[config.mk]
export PLATFORM = sky130hd
export DESIGN_NAME = wb_retire_buffer_flat
export DESIGN_NICKNAME = d
export VERILOG_FILES = /design/src/rtl/wb_retire_buffer_if.sv /design/src/rtl/wb_retire_buffer.sv /design/src/flat_wrapper.sv
export SDC_FILE = /design/constraint.sdc
export NUM_CORES = 1
export LEC_CHECK = 0
export CAP_MARGIN = 40
export CORE_AREA = 2 2 223 225
export CTS_BUF_LIST = sky130_fd_sc_hd__clkbuf_8
export DETAILED_ROUTE_END_ITERATION = 16
export DIE_AREA = 0 0 225 227
export MAX_ROUTING_LAYER = met4
export PLACE_DENSITY = 0.74
export SYNTH_ARGS = -nofsm -noshare
export SYNTH_HDL_FRONTEND = slang
export SYNTH_SLANG_ARGS = --single-unit
[constraint.sdc]
create_clock -name clk -period 3.2 [get_ports clk]
set_input_delay 0.48 -clock clk [delete_from_list [all_inputs] [get_ports clk]]
set_output_delay 0.48 -clock clk [all_outputs]
set_load 0.03 [all_outputs]
[src/rtl/wb_retire_buffer_if.sv]
// -----------------------------------------------------------------------------
// wb_retire_buffer_if
// Bundles every non-clock/reset signal of the retire buffer.
//   master : producer side (MEM stage / register file / ID lookups) drives
//            the *_i signals and observes the *_o signals.
//   slave  : the retire buffer itself.
// Signal groups:
//   in_*     enqueue handshake and entry payload
//   rf_*     register-file write ports, one slot per retire lane
//   commit_* per-slot retire strobe and PC
//   fwd_*    ID-stage forwarding lookups
//   count_o / retired_o  occupancy and lifetime retire counter
// -----------------------------------------------------------------------------
interface wb_retire_buffer_if #(
  parameter int DATA_W = 32,
  parameter int AW     = 5,
  parameter int DEPTH  = 4,
  parameter int WPORTS = 2,
  parameter int NREAD  = 2,
  parameter int CNT_W  = 32
);
  localparam int CW = $clog2(DEPTH + 1);

  logic                       in_valid_i;
  logic                       in_ready_o;
  logic                       in_we_i;
  logic [AW-1:0]              in_dest_i;
  logic [DATA_W-1:0]          in_data_i;
  logic [DATA_W-1:0]          in_pc_i;
  logic                       rf_wready_i;
  logic [WPORTS-1:0]          commit_valid_o;
  logic [WPORTS-1:0]          rf_we_o;
  logic [WPORTS*AW-1:0]       rf_wdest_o;
  logic [WPORTS*DATA_W-1:0]   rf_wdata_o;
  logic [WPORTS*DATA_W-1:0]   commit_pc_o;
  logic [NREAD*AW-1:0]        fwd_raddr_i;
  logic [NREAD-1:0]           fwd_hit_o;
  logic [NREAD*DATA_W-1:0]    fwd_data_o;
  logic [CW-1:0]              count_o;
  logic [CNT_W-1:0]           retired_o;

  modport master (
    output in_valid_i, in_we_i, in_dest_i, in_data_i, in_pc_i,
    output rf_wready_i, fwd_raddr_i,
    input  in_ready_o, commit_valid_o, rf_we_o, rf_wdest_o, rf_wdata_o,
    input  commit_pc_o, fwd_hit_o, fwd_data_o, count_o, retired_o
  );

  modport slave (
    input  in_valid_i, in_we_i, in_dest_i, in_data_i, in_pc_i,
    input  rf_wready_i, fwd_raddr_i,
    output in_ready_o, commit_valid_o, rf_we_o, rf_wdest_o, rf_wdata_o,
    output commit_pc_o, fwd_hit_o, fwd_data_o, count_o, retired_o
  );
endinterface

[src/rtl/wb_retire_buffer.sv]
// -----------------------------------------------------------------------------
// wb_retire_buffer
// In-order circular writeback buffer between MEM and the register file.
// Accepts one completed instruction per cycle, retires up to WPORTS oldest
// entries per cycle when the register file is ready, answers NREAD
// forwarding lookups from pending entries and counts retired instructions.
// Ports:
//   clk  clock
//   rst  synchronous active-high reset
//   bus  wb_retire_buffer_if.slave (handshake, write ports, lookups, counters)
// -----------------------------------------------------------------------------
module wb_retire_buffer #(
  parameter int DATA_W = 32,
  parameter int AW     = 5,
  parameter int DEPTH  = 4,
  parameter int WPORTS = 2,
  parameter int NREAD  = 2,
  parameter int CNT_W  = 32
) (
  input  logic              clk,
  input  logic              rst,
  wb_retire_buffer_if.slave bus
);
  localparam int PW = (DEPTH > 1) ? $clog2(DEPTH) : 1;
  localparam int CW = $clog2(DEPTH + 1);

  // Entry storage (contents are don't-care until written)
  logic              r_we   [DEPTH];
  logic [AW-1:0]     r_dest [DEPTH];
  logic [DATA_W-1:0] r_data [DEPTH];
  logic [DATA_W-1:0] r_pc   [DEPTH];

  logic [PW-1:0]     r_head;
  logic [PW-1:0]     r_tail;
  logic [CW-1:0]     r_count;
  logic [CNT_W-1:0]  r_retired;

  logic                     w_ready;
  logic                     w_enq;
  logic [CW-1:0]            w_n;
  logic [WPORTS-1:0]        w_valid;
  logic [WPORTS-1:0]        w_we_raw;
  logic [WPORTS-1:0]        w_we;
  logic [WPORTS*AW-1:0]     w_wdest;
  logic [WPORTS*DATA_W-1:0] w_wdata;
  logic [WPORTS*DATA_W-1:0] w_wpc;
  logic [NREAD-1:0]         w_hit;
  logic [NREAD*DATA_W-1:0]  w_fdata;

  // Ready comes only from the registered count, so a full buffer stays
  // closed even in a cycle where it also drains.
  assign w_ready = (r_count < CW'(DEPTH));
  assign w_enq   = bus.in_valid_i & w_ready;

  // Number of entries retiring this cycle: min(count, WPORTS) when RF ready
  always_comb begin
    if (!bus.rf_wready_i) begin
      w_n = '0;
    end else if (r_count > CW'(WPORTS)) begin
      w_n = CW'(WPORTS);
    end else begin
      w_n = r_count;
    end
  end

  // Present the oldest entries on the retire slots; idle slots read as zero
  always_comb begin : slot_sel
    logic [PW-1:0] v_idx;
    w_valid  = '0;
    w_we_raw = '0;
    w_wdest  = '0;
    w_wdata  = '0;
    w_wpc    = '0;
    v_idx    = '0;
    for (int k = 0; k < WPORTS; k++) begin
      v_idx = r_head + PW'(k);
      if (k < int'(w_n)) begin
        w_valid[k]                 = 1'b1;
        w_we_raw[k]                = r_we[v_idx] && (r_dest[v_idx] != '0);
        w_wdest[k*AW +: AW]        = r_dest[v_idx];
        w_wdata[k*DATA_W +: DATA_W] = r_data[v_idx];
        w_wpc[k*DATA_W +: DATA_W]   = r_pc[v_idx];
      end else begin
        w_valid[k]  = 1'b0;
        w_we_raw[k] = 1'b0;
      end
    end
  end

  // Same-cycle WAW: drop an older slot's write if a younger slot writes the
  // same register. w_we_raw already excludes idle slots and x0.
  always_comb begin
    w_we = w_we_raw;
    for (int k = 0; k < WPORTS; k++) begin
      for (int j = k + 1; j < WPORTS; j++) begin
        if (w_we_raw[j] && (w_wdest[j*AW +: AW] == w_wdest[k*AW +: AW])) begin
          w_we[k] = 1'b0;
        end else begin
          w_we[k] = w_we[k];
        end
      end
    end
  end

  // Forwarding: scan oldest to youngest so the youngest match is kept.
  // Entries retiring this cycle are still occupied and take part.
  always_comb begin : fwd_search
    logic [AW-1:0] v_raddr;
    logic [PW-1:0] v_idx;
    w_hit   = '0;
    w_fdata = '0;
    v_raddr = '0;
    v_idx   = '0;
    for (int r = 0; r < NREAD; r++) begin
      v_raddr = bus.fwd_raddr_i[r*AW +: AW];
      for (int i = 0; i < DEPTH; i++) begin
        v_idx = r_head + PW'(i);
        if ((v_raddr != '0) && (i < int'(r_count)) &&
            r_we[v_idx] && (r_dest[v_idx] == v_raddr)) begin
          w_hit[r]                    = 1'b1;
          w_fdata[r*DATA_W +: DATA_W] = r_data[v_idx];
        end else begin
          w_hit[r] = w_hit[r];
        end
      end
    end
  end

  // Entry payload write at tail; no reset needed for storage
  always_ff @(posedge clk) begin
    if (w_enq) begin
      r_we[r_tail]   <= bus.in_we_i;
      r_dest[r_tail] <= bus.in_dest_i;
      r_data[r_tail] <= bus.in_data_i;
      r_pc[r_tail]   <= bus.in_pc_i;
    end
  end

  // Pointers, occupancy and retire counter
  always_ff @(posedge clk) begin
    if (rst) begin
      r_head    <= '0;
      r_tail    <= '0;
      r_count   <= '0;
      r_retired <= '0;
    end else begin
      if (w_enq) begin
        r_tail <= r_tail + PW'(1);
      end
      // DEPTH is a power of two, so truncating n wraps head modulo DEPTH
      r_head    <= r_head + PW'(w_n);
      r_count   <= r_count + CW'(w_enq) - w_n;
      r_retired <= r_retired + CNT_W'(w_n);
    end
  end

  assign bus.in_ready_o     = w_ready;
  assign bus.commit_valid_o = w_valid;
  assign bus.rf_we_o        = w_we;
  assign bus.rf_wdest_o     = w_wdest;
  assign bus.rf_wdata_o     = w_wdata;
  assign bus.commit_pc_o    = w_wpc;
  assign bus.fwd_hit_o      = w_hit;
  assign bus.fwd_data_o     = w_fdata;
  assign bus.count_o        = r_count;
  assign bus.retired_o      = r_retired;
endmodule
[src/flat_wrapper.sv]
// flat-port wrapper written by rule: the top's interface ports become plain ports
module wb_retire_buffer_flat 
#(
  parameter int DATA_W = 32,
  parameter int AW     = 5,
  parameter int DEPTH  = 4,
  parameter int WPORTS = 2,
  parameter int NREAD  = 2,
  parameter int CNT_W  = 32
)
  (clk, rst, bus_in_valid_i, bus_in_we_i, bus_in_dest_i, bus_in_data_i, bus_in_pc_i, bus_rf_wready_i, bus_fwd_raddr_i, bus_in_ready_o, bus_commit_valid_o, bus_rf_we_o, bus_rf_wdest_o, bus_rf_wdata_o, bus_commit_pc_o, bus_fwd_hit_o, bus_fwd_data_o, bus_count_o, bus_retired_o);
  wb_retire_buffer_if #(.DATA_W(DATA_W), .AW(AW), .DEPTH(DEPTH), .WPORTS(WPORTS), .NREAD(NREAD), .CNT_W(CNT_W)) bus_i ();
  input  logic clk;
  input  logic rst;
  input wire logic [$bits(bus_i.in_valid_i)-1:0] bus_in_valid_i;
  input wire logic [$bits(bus_i.in_we_i)-1:0] bus_in_we_i;
  input wire logic [$bits(bus_i.in_dest_i)-1:0] bus_in_dest_i;
  input wire logic [$bits(bus_i.in_data_i)-1:0] bus_in_data_i;
  input wire logic [$bits(bus_i.in_pc_i)-1:0] bus_in_pc_i;
  input wire logic [$bits(bus_i.rf_wready_i)-1:0] bus_rf_wready_i;
  input wire logic [$bits(bus_i.fwd_raddr_i)-1:0] bus_fwd_raddr_i;
  output wire logic [$bits(bus_i.in_ready_o)-1:0] bus_in_ready_o;
  output wire logic [$bits(bus_i.commit_valid_o)-1:0] bus_commit_valid_o;
  output wire logic [$bits(bus_i.rf_we_o)-1:0] bus_rf_we_o;
  output wire logic [$bits(bus_i.rf_wdest_o)-1:0] bus_rf_wdest_o;
  output wire logic [$bits(bus_i.rf_wdata_o)-1:0] bus_rf_wdata_o;
  output wire logic [$bits(bus_i.commit_pc_o)-1:0] bus_commit_pc_o;
  output wire logic [$bits(bus_i.fwd_hit_o)-1:0] bus_fwd_hit_o;
  output wire logic [$bits(bus_i.fwd_data_o)-1:0] bus_fwd_data_o;
  output wire logic [$bits(bus_i.count_o)-1:0] bus_count_o;
  output wire logic [$bits(bus_i.retired_o)-1:0] bus_retired_o;
  assign bus_i.in_valid_i = bus_in_valid_i;
  assign bus_i.in_we_i = bus_in_we_i;
  assign bus_i.in_dest_i = bus_in_dest_i;
  assign bus_i.in_data_i = bus_in_data_i;
  assign bus_i.in_pc_i = bus_in_pc_i;
  assign bus_i.rf_wready_i = bus_rf_wready_i;
  assign bus_i.fwd_raddr_i = bus_fwd_raddr_i;
  assign bus_in_ready_o = bus_i.in_ready_o;
  assign bus_commit_valid_o = bus_i.commit_valid_o;
  assign bus_rf_we_o = bus_i.rf_we_o;
  assign bus_rf_wdest_o = bus_i.rf_wdest_o;
  assign bus_rf_wdata_o = bus_i.rf_wdata_o;
  assign bus_commit_pc_o = bus_i.commit_pc_o;
  assign bus_fwd_hit_o = bus_i.fwd_hit_o;
  assign bus_fwd_data_o = bus_i.fwd_data_o;
  assign bus_count_o = bus_i.count_o;
  assign bus_retired_o = bus_i.retired_o;
  wb_retire_buffer #(.DATA_W(DATA_W), .AW(AW), .DEPTH(DEPTH), .WPORTS(WPORTS), .NREAD(NREAD), .CNT_W(CNT_W)) u_core (.clk(clk), .rst(rst), .bus(bus_i));
endmodule
* After elaboration in Yosys (flattened, before gate mapping) *
Memory sizes are Yosys's and may differ from the RTL's. A register that Yosys moved wholly into a read port is not among the register bits.
Index checks and enable logic that the tools add are counted.

cells by class
  mux-type cells = 35
  eq/ne operators = 9
  bitwise logic cells = 1
  add/sub/neg operators = 8
  reductions and logical operators = 31
  $lt $le $gt $ge = 8

operators by type and width
  kind                                                                          number
  32-bit two-way mux                                                            12
  5-bit == test                                                                 9
  32-bit by 3-bit adder with 32-bit output                                      1
  1-bit logical AND                                                             27
  5-bit nonzero test                                                            4
  1-bit two-way mux                                                             15
  1-bit by 3-bit less-than comparator with 1-bit output (first input constant)  4
  5-bit two-way mux                                                             2
  2-bit two-way mux                                                             4
  2-bit by 3-bit less-than comparator with 1-bit output (first input constant)  2
  3-bit two-way mux                                                             2
  2-bit by 1-bit adder with 2-bit output (second input constant)                2
  2-bit adder (second input constant)                                           2
  3-bit by 1-bit adder with 3-bit output                                        1
  3-bit by 2-bit > comparator with 1-bit output (second input constant)         1
  3-bit less-than comparator (second input constant)                            1
  3-bit subtractor                                                              1
  2-bit adder                                                                   1
  1-bit bitwise AND                                                             1

storage, ports and cells
  RAM bits = 280
  logic and storage cells = 100
  register bits = 39
  memories = 4
  bits of input ports = 84
  output and inout port bits = 244

memories
  name           words  bits a word  rd ports  clocked after Yosys merged registers in  write ports  line                    RTL
  u_core.r_data  4      32           4         1                                        1            wb_retire_buffer.sv:30  logic [DATA_W-1:0] r_data [DEPTH];
  u_core.r_pc    4      32           2         1                                        1            wb_retire_buffer.sv:31  logic [DATA_W-1:0] r_pc [DEPTH];
  u_core.r_dest  4      5            4         1                                        1            wb_retire_buffer.sv:29  logic [AW-1:0] r_dest [DEPTH];
  u_core.r_we    4      1            4         1                                        1            wb_retire_buffer.sv:28  logic r_we [DEPTH];

* Longest topological paths before layout *
Gate-level depths: netlist (run 1).

  depth after elaboration = 8
  depth in mapped cells = 12
  depth with buffers taken out = 10

* Worst setup path after synthesis (run 1) *
No wires, ideal clock.

  kind = flip-flop to output port
  start = register u_core.r_head[0]
  end = output bus_fwd_data_o[21]
  path slack = -0.181 ns
  arrival = 2.901 ns
  stages on the path, launching flop included = 10
  buffers on the path = 3
  data required time = 2.720 ns
  path through = dfxtp_1 -> buf_6 -> buf_8 -> mux4_2 -> xnor2_1 -> nand4_1 -> nor2_1 -> buf_2 -> a221oi_1 -> o31ai_1

on the way
  longest elaborated chain between the ends = 7
  elaborated cells between the ends (all ways) = 18
  classes of those cells = add/sub (3); eq/ne (3); mux (3); reduce/logical (6); memory (3)

RTL lines
  what                                                  line                                              RTL
  start, declared                                       wb_retire_buffer.sv:33                            logic [PW-1:0] r_head;
  start signal, assigned                                wb_retire_buffer.sv:151                           r_head <= r_head + PW'(w_n);
  2-bit by 1-bit adder with 2-bit output                wb_retire_buffer.sv:117                           v_idx = r_head + PW'(i);
  memory 4 x 5 bit or memory 4 x 1 bit (tied branches)  n/a
  5-bit == test or 1-bit logical AND (tied branches)    wb_retire_buffer.sv:119, wb_retire_buffer.sv:118
  1-bit logical AND                                     wb_retire_buffer.sv:119                           r_we[v_idx] && (r_dest[v_idx] == v_raddr)) begin
  32-bit two-way mux (2 in a row)                       wb_retire_buffer.sv:118                           if ((v_raddr != '0) && (i < int'(r_count)) &&
  32-bit two-way mux *                                  wb_retire_buffer.sv:118
  end, declared                                         flat_wrapper.sv:29                                output wire logic [$bits(bus_i.fwd_data_o)-1:0] bus_fwd_data_o;

Mark *: on every way between the ends. The rest lies on a longest branch, timed or not.

* Worst setup path after layout (run 1) *
  start = register u_core.r_head[1]
  end = output bus_fwd_data_o[8]

Same word-level chain as after synthesis.

==> results of run 1 <==
[worst min path at each step]
stage | cells after the start | to | start | slack, ns
6_report | 5 | u_core.bus.retired_o[1] | bus_rf_wready_i | 0.44
5_1_grt | 1 | u_core.r_pc[3][23] | bus_in_pc_i[23] | 0.45
4_1_cts | 5 | u_core.bus.retired_o[1] | bus_rf_wready_i | 0.36
3_5_place_dp | 2 | u_core.bus.retired_o[30] | u_core.bus.retired_o[30] | 0.50
3_3_place_gp | 2 | u_core.bus.retired_o[30] | u_core.bus.retired_o[30] | 0.49
2_1_floorplan | 2 | u_core.r_tail[0] | u_core.r_tail[0] | 0.54
[cells in the final DEF, fill, tap and decap left out, types with 21 or more instances in the layout]
cell type        Yosys  routed
and2_1              69      57
and3_1              69      65
buf_12               0      62
buf_4                5     232
buf_6                7      55
clkbuf_8             0      56
clkdlybuf4s15_2      0      36
clkdlybuf4s50_1      0     119
dfxtp_1             39      36
edfxtp_1           280     280
inv_1               17      35
mux2i_1             58      48
mux4_2             189     196
nand2_1            118     117
nand3_1             39      37
nor2_1              72      64
nor3b_1             26      24
o211ai_1            26      26
o221ai_1            31      21
xnor2_1             57      43
[cell families after synthesis]
logic type	count (synthesis)	synth area share, %
simple gates	464	12.7
compound gates	118	4.43
fa+ha+maj	12	0.859
buf+inv	144	3.53
other cells	1	0.0195
flops	319	47.8
xor+xnor	73	3.48
mux	273	27.2
[through the flow]
step | instances | TNS, ns
floorplan | 1404 | -0.0435
global placement | 2388 | -2.76
detailed placement | 2388 | -3.90
CTS | 2532 | -42.45
global route | 2569 | -51.41
finish | 2569 | -41.78
[power by group through the flow]
stage | logic [mW] | registers, mW | clock network, mW
finish | 10.3 | 5.22 | 3.50
global route | 10.8 | 5.25 | 3.77
CTS | 9.86 | 5.19 | 3.60
detailed placement | 8.95 | 5.32 | 0
global placement | 8.84 | 5.27 | 0
floorplan | 5.65 | 5.26 | 0
[what timing repair did]
item / 4_1_cts / 5_1_grt
cloned: 14 / 5
pin swaps: 31 / 22
endpoints found under the setup margin: 193 / 129
resized for setup: 268 / 148
setup buffers: 36 / 26
[worst min-delay path: stages]
cell and delay (ns):
buf_2 0.11, o21ai_2 0.06, inv_2 0.11, fa_1 0.16, nor2b_1 0.11
[flip-flops by register name (all words and copies together), names as in the netlist]
| name | cells |
|---|---|
| u_core.r_pc | 128 |
| u_core.bus.retired_o | 32 |
| u_core.r_we | 4 |
| u_core.r_head | 2 |
| u_core.bus.count_o | 3 |
| u_core.r_tail | 2 |
| u_core.r_dest | 20 |
| u_core.r_data | 128 |
[metal layers]
metal  track usage, %  vias up
met3             7.76      167
met2             41.5      893
li1                 -     6566
met4             9.25        0
met1             30.3     7701
met5                -        -
[layout make-up]
class	instances	area, um^2	share of cell area [%]
Antenna cell	9	22.5	0.0829
Clock buffer	56	771	2.84
Clock inverter	40	248	0.911
Inverter	17	63.8	0.235
Multi-Input combinational cell	941	9960	36.6
Sequential cell	319	9200	33.8
Tap cell	622	778	2.86
Timing Repair Buffer	565	6140	22.6
==> results.yml, run 1 <==
yosys:
  ys.flop_type: "edfxtp_1"
  yosysMostFrequentCell: "edfxtp_1"
  synth.avg_cell_area_um2: 13.7
  synth_enable_flop_cells: 280
  syn_nets: 1500
  netlist_instances: 1404
  async_reset_ff_share_pct: 0
  synth_area_leaders: "edfxtp_1, mux4_2, dfxtp_1"
  netlist.area_leader.share_pct: 43.7
  synth_area_um2: 19200
  synth-seq-cells: 319
  yosysWarnings: 0
  synth_top_cell_by_area: "edfxtp_1"
  yosys-top-cells-count: "edfxtp_1, mux4_2, nand2_1"
  synth_cell_type_count: 60
  ys_seq_area_share_pct: 47.8
global_routing:
  antenna_found_initial: 10
  grt_pass1_wl_um: 95000
  grt_pass1_vias: 15447
  gr-usage-all-layers_pct: 25.6
  grt.overflow.total: 0
  grt_max_degree: 68
placement:
  dpl.hpwl_um: 42200
  placed_cell_area_um2: 24300
  place_ws_ns: -0.160
  gp_congestion: 0.896
  io_buffers: 327
finish:
  fin_nets: 1993
  final_util_pct: 56.0
  fillCellCount: 3813
  fin_area_um2: 27200
  area_delta_synth_final_pct: 41.4
  drive_gt1_share_pct: 43.2
routing:
  vias: 15327
  drc: 0
  ant_nets: 0
  wl_met1_um: 23800
  wire_per_inst_um: 25.4
  wl_um: 65400
  drtIter0Drc: 1368
  drtPass1Iterations: 5
  vias_per_cell: 5.97
  dr_wl_met3_um: 7440
  dr_wl_met2_um: 31800
  top_layer: "met4"
worst_setup_path:
  required_ns: 2.72
  crit_path_frequent_cell: "buf_6"
  cp-endpoint: "bus_fwd_data_o[8]"
  ff2ff_setup_slack_ns: 0.34
  critical_path_arrival_ns: 3.48
  worst_path_max_delay_cell: "mux4_2"
  startpoint: "u_core.r_head[1]"
  crit_path_max_incr_delay_ns: 0.55
  path_cells: "buf_6 -> mux4_2 -> buf_6 -> xnor2_4 -> nand4_1 -> buf_4 -> nor2_4 -> buf_6 -> mux2_4 -> o211ai_1 -> buf_4"
  rr_worst_depth: 9
  critPathBufInv: 5
  crit_path_max_fanout: 6
  critPathCaptureType: "output port"
  r2r_end: "u_core.bus.retired_o[26]"
  critical_path_class: "flop to output port"
  startpoint_type: "flop"
  critical_path.top_delay_family: "buffers and inverters"
  path_depth: 11
  r2r_start: "u_core.bus.count_o[1]"
sta:
  fin_crit_sh_pct: 124
  holdWs_ns: 0.437
  setup_viol: 68
  tightest_slew_ns: 0.838
  setup_ws_ns: -0.763
  grt_setup_unrepaired: "true"
  drv_slew: 0
  layout_min_cycle_time_ns: 3.96
  hold_violations: 0
  fmax_mhz: 252
  relSlewSlack_pct: 44.1
  finClkSkew_ns: 0.0231
floorplan:
  initial_core_util_pct: 39.6
  fp.dieArea_um2: 51100
  ios: 328
  dieWidth_um: 225
  die_h_um: 227
  core_um2: 48500
  num_rows: 81
clocking:
  cts_buffers: 53
  path_clk_slew_ns: 0.06
  htreeDepth: 2
  cts_num_sinks: 319
  cts_hold_buffers: 0
  cts_tree: "yes"
  cts_root_buf: "clkbuf_8"
  clock_latency_ns: 0.63
  cts.path.max_buffers: 3
power:
  switching_power_mw: 7.31
  pwr-share-seq_pct: 27.5
  p_leak_nw: 9.48
  p_clk_share_pct: 18.4
  comb_power_share_pct: 54.1
  swShare_pct: 38.4
  power_density_nw_per_um2: 699
  design_power_total_mw: 19.0
  irDropWorstVdd_mv: 0.587
  intPower_mw: 11.7
job:
  maxCapViolCount: 0
run_status:
  violations: "negative setup slack"
  outcome: "finished, violations left"
min_path:
  hold_path.class: "primary input to flop"
Power figures use the tool's default switching activity.
==> inputs of run 2 (changes only) <==
- CORE_AREA: 2 2 223 225 -> 2 2 200 202
- DIE_AREA: 0 0 225 227 -> 0 0 202 204
- GPL_ROUTABILITY_DRIVEN: not set -> 0
- PLACE_DENSITY: 0.74 -> 0.87
==> run 2 against run 1 <==
Net effect:
- via count rose by 16%
- the run still ends with negative setup slack left
- sequential cell count did not move
- register-to-register slack got worse by 0.04 ns
- utilization rose by 17 points
- clock power rose by 3%
- sequential power barely moved
- final cell count fell by 1.9%
- first-iteration DRC count rose by 73%
- combinational power rose by 13%
==> results.yml, run 2 (synthesis results as in run 1) <==
global_routing:
  antenna_found_initial: 13
  grt_max_degree: 71
  grt.overflow.total: 0
  grt_pass1_vias: 16765
  grt_pass1_wl_um: 105000
  gr-usage-all-layers_pct: 35.2
worst_setup_path:
  crit_path_max_incr_delay_ns: 0.64
  critPathBufInv: 5
  ff2ff_setup_slack_ns: 0.30
  startpoint_type: "flop"
  worst_path_max_delay_cell: "o211ai_1"
  critical_path_class: "flop to output port"
  path_cells: "buf_12 -> buf_4 -> mux4_2 -> xnor2_2 -> nand4_1 -> o22ai_2 -> nand3_4 -> buf_12 -> buf_4 -> o211ai_1 -> clkbuf_16"
  critical_path_arrival_ns: 3.91
  required_ns: 2.72
  critical_path.top_delay_family: "buffers and inverters"
  critPathCaptureType: "output port"
  crit_path_max_fanout: 11
power:
  p_leak_nw: 10.2
  power_density_nw_per_um2: 717
  irDropWorstVdd_mv: 0.538
floorplan:
  fp.dieArea_um2: 41200
  ios: 328
  die_h_um: 204
  core_um2: 39200
  num_rows: 73
  dieWidth_um: 202
  initial_core_util_pct: 49.1
routing:
  drc: 0
  ant_nets: 0
  drtIter0Drc: 2367
  wl_um: 84700
  wire_per_inst_um: 33.6
  vias: 17725
  vias_per_cell: 7.04
  drtPass1Iterations: 11
sta:
  layout_min_cycle_time_ns: 4.39
  holdWs_ns: 0.462
  setup_viol: 93
  fmax_mhz: 228
  relSlewSlack_pct: 35.3
  grt_setup_unrepaired: "true"
  hold_violations: 0
  fin_crit_sh_pct: 137
  setup_ws_ns: -1.19
  finClkSkew_ns: 0.0463
  drv_slew: 0
  tightest_slew_ns: 0.967
clocking:
  cts_buffers: 54
  path_clk_slew_ns: 0.06
  clock_latency_ns: 0.66
  cts_root_buf: "clkbuf_8"
  cts.path.max_buffers: 3
  cts_hold_buffers: 0
  htreeDepth: 2
  cts_num_sinks: 319
  cts_tree: "yes"
finish:
  instances_no_fill: 2519
  drive_gt1_share_pct: 47.9
  final_cell_mix: "edfxtp_1, buf_4, mux4_2"
  final_common_cell: "edfxtp_1"
  area_delta_synth_final_pct: 48.6
  final_util_pct: 72.9
  fin_nets: 2034
placement:
  dpl.hpwl_um: 40000
  place_ws_ns: -0.165
  io_buffers: 327
  dp.cells: 2253
run_status:
  violations: "negative setup slack"
  outcome: "finished, violations left"
job:
  maxCapViolCount: 0
min_path:
  hold_path.class: "primary input to flop"
run 2: changes by cell type in the layout (fill, tap and decap cells not counted), sizes merged:
cell           before  now
buf               376  435
bufbuf              3    4
clkbuf             81   79
clkdlybuf4s15      36    8
clkinv             14   17
clkinvlp            2    3
diode               9   17
dlygate4sd2         6   15
inv                38   34
run 2: final timing paths:
kind	cells past startpoint	endpoint	from
hold reg to reg	2	u_core.bus.retired_o[26]	u_core.bus.retired_o[26]
setup / recovery	11	bus_fwd_data_o[23]	u_core.r_head[1]
setup reg to reg	9	u_core.bus.retired_o[26]	u_core.bus.count_o[1]
hold / removal	5	u_core.bus.retired_o[1]	bus_rf_wready_i
run 2: power by group:
part / switching (mW) / leakage [nW] / internal (mW)
sequential: 0.297 / 2.88 / 4.94
clock: 1.76 / 0.567 / 1.83
combinational: 6.32 / 6.71 / 5.32
total: 8.38 / 10.2 / 12.1
run 2: tightest hold or removal path, cell delays in order:
cell and delay (ns):
buf_2 0.11, o21ai_2 0.07, inv_2 0.10, fa_1 0.16
nor2b_1 0.11
run 2: routing by layer:
metal  vias to the layer above  track usage [%]  wire length, um
met1                      8533             39.0            25100
met5                         -                -                0
met4                         0             18.7             7260
li1                       6675                -                -
met2                      1817             56.1            38500
met3                       700             12.5            13800
run 2: cell type report:
cell class,count,area (um^2)
multi-input combinational,941,10700
fill,2231,10600
sequential,319,9200
timing repair buffer,605,6910
clock buffer,55,757
tap,525,657
clock inverter,40,246
inverter,17,63.8
antenna,17,42.5
run 2: through the flow:
stage / total power, mW / TNS [ns] / instance area, um^2
3_3_place_gp: 13.8 / -1.19 / 23800
2_1_floorplan: 10.9 / -0.0435 / 19300
6_report: 20.5 / -54.65 / 28600
3_5_place_dp: 14.0 / -3.82 / 23800
5_1_grt: 21.0 / -57.78 / 28600
4_1_cts: 18.8 / -39.56 / 26900
run 2: what timing repair did:
action,4_1_cts,5_1_grt
endpoints found under the setup margin,194,157
endpoints found under the hold margin,0,0
resized for setup,344,323
setup buffers,65,59
pin swaps,48,46
gates cloned,25,13
